$ cat src/rtl/stream_fanout_fork.sv
// One-entry buffered eager fork: one ready/valid stream broadcast to NUM_OUT branches.
// Latency: 1 cycle from acceptance to out_valid; 1 token/cycle when all enabled branches are ready.
// Backpressure: upstream is held until every enabled branch has taken the current token.
//
// Ports:
//   clk        clock
//   flush      synchronous active-high reset; discards any in-flight token
//   cfg_en     static per-branch enable (changed only while flush=1)
//   in_data    upstream token (bit DATA_W-1 is the control/stop flag)
//   in_valid   upstream valid
//   in_ready   upstream ready (combinational from out_ready, never from in_valid)
//   out_data   broadcast token shared by all branches
//   out_valid  per-branch valid
//   out_ready  per-branch ready
//   stall_cnt  saturating count of cycles a held token could not complete
//
// Optional feature: define FANOUT_STALL_CNT_EN to build the stall counter;
// otherwise stall_cnt is tied to zero and no counter flops exist.
module stream_fanout_fork #(
    parameter int NUM_OUT = 6,
    parameter int DATA_W  = 17
) (
    input  logic               clk,
    input  logic               flush,
    input  logic [NUM_OUT-1:0] cfg_en,
    input  logic [DATA_W-1:0]  in_data,
    input  logic               in_valid,
    output logic               in_ready,
    output logic [DATA_W-1:0]  out_data,
    output logic [NUM_OUT-1:0] out_valid,
    input  logic [NUM_OUT-1:0] out_ready,
    output logic [15:0]        stall_cnt
);

    // Holding register and per-branch delivery tracking.
    logic [DATA_W-1:0]  hold_data_q, hold_data_d;
    logic               hold_vld_q,  hold_vld_d;
    logic [NUM_OUT-1:0] sent_q,      sent_d;

    logic [NUM_OUT-1:0] fire;
    logic               done;
    logic               load;

    assign out_data  = hold_data_q;
    assign out_valid = {NUM_OUT{hold_vld_q}} & cfg_en & ~sent_q;
    assign fire      = out_valid & out_ready;

    // A branch no longer blocks the token if it is disabled, has already
    // taken it, or takes it this cycle.
    assign done      = hold_vld_q & (&(~cfg_en | sent_q | out_ready));

    assign in_ready  = ~hold_vld_q | done;
    assign load      = in_valid & in_ready;

    always_comb begin
        hold_data_d = hold_data_q;
        hold_vld_d  = hold_vld_q;
        sent_d      = sent_q;
        if (load) begin
            // Also covers completion of the old token on the same edge.
            hold_data_d = in_data;
            hold_vld_d  = 1'b1;
            sent_d      = '0;
        end else if (done) begin
            hold_vld_d  = 1'b0;
            sent_d      = '0;
        end else begin
            sent_d      = sent_q | fire;
        end
    end

    always_ff @(posedge clk) begin
        if (flush) begin
            hold_data_q <= '0;
            hold_vld_q  <= 1'b0;
            sent_q      <= '0;
        end else begin
            hold_data_q <= hold_data_d;
            hold_vld_q  <= hold_vld_d;
            sent_q      <= sent_d;
        end
    end

`ifdef FANOUT_STALL_CNT_EN
    logic [15:0] stall_cnt_q, stall_cnt_d;
    logic        stalled;

    // A held token that cannot complete means some enabled branch withholds ready.
    assign stalled = hold_vld_q & ~done;

    always_comb begin
        stall_cnt_d = stall_cnt_q;
        if (stalled && stall_cnt_q != 16'hFFFF) begin
            stall_cnt_d = stall_cnt_q + 16'd1;
        end
    end

    always_ff @(posedge clk) begin
        if (flush) begin
            stall_cnt_q <= '0;
        end else begin
            stall_cnt_q <= stall_cnt_d;
        end
    end

    assign stall_cnt = stall_cnt_q;
`else
    assign stall_cnt = '0;
`endif

endmodule

$ cat config.mk
export PLATFORM = sky130hd
export DESIGN_NAME = stream_fanout_fork
export DESIGN_NICKNAME = d
export VERILOG_FILES = /design/src/rtl/stream_fanout_fork.sv
export SDC_FILE = /design/constraint.sdc
export NUM_CORES = 1
export LEC_CHECK = 0
export BUFFER_PORTS_ARGS = -buffer_cell sky130_fd_sc_hd__buf_2
export CAP_MARGIN = 20
export CORE_MARGIN = 3
export CORE_UTILIZATION = 42
export DETAILED_ROUTE_END_ITERATION = 10
export PLACE_DENSITY = 0.9
export REMOVE_ABC_BUFFERS = 1
export SYNTH_ARGS = -nofsm -noshare
export SYNTH_HDL_FRONTEND = slang
export SYNTH_SLANG_ARGS = --single-unit
$ cat constraint.sdc
create_clock -name clk -period 2.15 [get_ports clk]
set_clock_uncertainty 0.15 [all_clocks]
set_input_delay 0.215 -clock clk [delete_from_list [all_inputs] [get_ports clk]]
set_output_delay 0.215 -clock clk [all_outputs]
set_load 0.03 [all_outputs]
==> results.py <==
metrics = {
    "outcome": {
        "status": "finished clean",
    },
    "drt": {
        "antenna_left": 0,
        "num_vias": 1104,
        "viasPerCell": 4.62,
        "remaining_drc_errors": 0,
        "drt-wirelength-per-cell_microns": 12.1,
        "drtIter0Drc": 36,
        "wirelength_mm": 2.89,
        "drtPass1Iterations": 4,
    },
    "cts": {
        "cts_buffer_depth": 2,
        "clk_pin_slew_ns": 0.13,
        "root_buffer": "clkbuf_4",
        "postCtsSetupBuffers": 0,
        "cts_tree": "yes",
        "cts.sinks": 24,
        "insertion_delay_ns": 0.31,
        "h-tree-depth": 1,
        "cts_buffers": 3,
    },
    "placement": {
        "place_congestion": 0.786,
        "portBuffers": 55,
        "place_area_sq_um": 1400,
        "place_inst": 213,
        "hpwl_mm": 1.83,
    },
    "logic_synthesis": {
        "yosys_most_used_dff": "dfxtp_1",
        "synth_cells": 131,
        "synth_edf_count": 0,
        "syn_area_sq_um": 1150,
        "yosys.cell_types.count": 20,
        "synth_top_area_share": 0.418,
        "avgSynthCellArea_sq_um": 8.78,
        "ys_seq_area_frac": 0.418,
        "ys_warn_count": 0,
        "async_reset_ff_frac": 0,
        "ys_ff_latch": 24,
        "yosys-top-cells-count": "nand2_1 (35), dfxtp_1 (24), mux2i_1 (17)",
        "yosysMostFrequentCell": "nand2_1",
        "synthTopCellsByArea": "dfxtp_1 (42%), mux2i_1 (15%), nand2_1 (11%), buf_4 (10%), nor3b_1 (5.2%)",
        "yosys.area.top_type": "dfxtp_1",
    },
    "global_routing": {
        "grt_max_degree": 35,
        "grt_pass1_vias": 1065,
        "grt_usage": 0.178,
        "grt_pass1_wl_mm": 4.67,
        "grt_overflow": 0,
        "antenna_found_initial": 0,
    },
    "cells_and_area": {
        "utilization": 0.660,
        "seqCellArea_sq_um": 480,
        "final_area_sq_um": 1680,
        "antenna_cells": 0,
        "nNetsFinal": 242,
        "final_cells": 239,
        "multi_input_area_sq_um": 561,
        "drive_gt1_frac": 0.316,
        "area_delta_synth_final_pct": 46.0,
        "fillers": 210,
    },
    "pwr": {
        "finalPower_w": 0.00112,
        "ir_drop_mv": 0.635,
        "power_density_nw_per_um2": 668,
        "leakage_nw": 0.839,
    },
    "floorplan": {
        "die_h_microns": 58.3,
        "initial_core_util": 0.452,
        "row_count": 18,
        "fp.dieW_microns": 58.3,
        "core_sq_um": 2540,
        "io_pins": 72,
        "die_area_sq_um": 3400,
    },
    "timing": {
        "timing.fmax_ghz": 0.472,
        "hold_viol_final": 0,
        "setup_viol": 0,
        "drv_slew": 0,
        "min_period_ns": 2.12,
        "period_share": 0.985,
    },
    "flow_run": {
        "maxCapViolations": 0,
    },
    "critical_path": {
        "crit_arrival_ns": 1.75,
        "start_kind": "input pin",
        "path_cells": "dlygate4sd3_1, buf_2, nor3b_1, or4_4, o21ai_2, buf_4",
        "critPathMaxStageDelay_ns": 0.54,
        "slowest_stage": "dlygate4sd3_1",
        "crit_required_ns": 1.78,
        "crit_path_end_kind": "output port",
        "critical_path.max_fanout": 3,
        "crit_type": "in -> out",
    },
    "hold_path": {
        "hp-class": "in -> reg",
    },
}
[power breakdown]
group	leakage, nW	switching [W]	internal, W
logic	0.614	0.000195	0.000121
clock network	0.0279	0.000127	0.000188
registers	0.197	0.0000161	0.000474
[layout make-up]
cell class	count	area share
well taps	30	0.0224
repair buffers	80	0.317
multi-input cells	97	0.334
clock buffers	3	0.0134
inverters	4	0.00894
flip-flops and latches	24	0.286
clock inverters	1	0.0179
[critical path, delay by kind of cell]
family                 cells  cell delay, ns
AO/OA/AOI/OAI              1            0.18
buffers and inverters      3            0.85
AND/OR/NAND/NOR            2            0.51
[through the flow]
step / hold WS (ns) / setup TNS, ns / setup slack (ns)
5_1_grt: 0.0308 / -0.0117 / -0.0117
6_report: 0.0221 / 0 / 0.0312
2_1_floorplan: 0.134 / -7.00 / -0.412
3_3_place_gp: 0.240 / 0 / 0.298
4_1_cts: 0.0109 / 0 / 0.0624
3_5_place_dp: 0.245 / 0 / 0.258
[cells in the final DEF (no fill, tap or decap), drive strengths merged]
master	n
or4	1
bufinv	1
inv	3
conb	16
o31ai	1
o32ai	1
nand2	35
mux2i	17
nor2	7
o311ai	1
dfxtp	24
nand2b	1
o21ai	1
clkbuf	3
nor3	1
clkinv	1
dlygate4sd3	22
a21oi	7
buf	58
nor3b	8
[routing by layer]
layer  track usage  vias to the layer above  part of all wire
met5             0                        -                 0
met1         0.197                      499              0.35
met3        0.0417                        6             0.070
met2         0.329                       46              0.55
met4        0.0596                        0             0.023
li1              -                      553                 -
[state kept, by name, indices dropped and copies added, names as in the netlist]
name and cells:
hold_vld_q 1, out_data 17, sent_q 6
[timing repair]
action                     CTS  global route
setup endpoints to repair    1             1
resized for setup            2             1
hold endpoints to repair    22             0
hold buffers                22             0
[logic make-up after synthesis]
group / synth area share
DFF: 0.418
AOI/OAI and AO/OA: 0.0675
other: 0.00326
buffers and inverters: 0.155
muxes: 0.148
and+or+nand+nor: 0.209
[worst paths after layout]
check / start / end / slack, ns / cells past startpoint
worst max-delay path: out_ready[2] / in_ready / 0.03 / 6
worst min-delay path: out_ready[5] / sent_q[5] / 0.02 / 3
worst max register to register: sent_q[1] / out_data[3] / 0.26 / 5
worst min register to register: out_data[12] / out_data[12] / 0.32 / 2
Power figures use the tool's default switching activity.
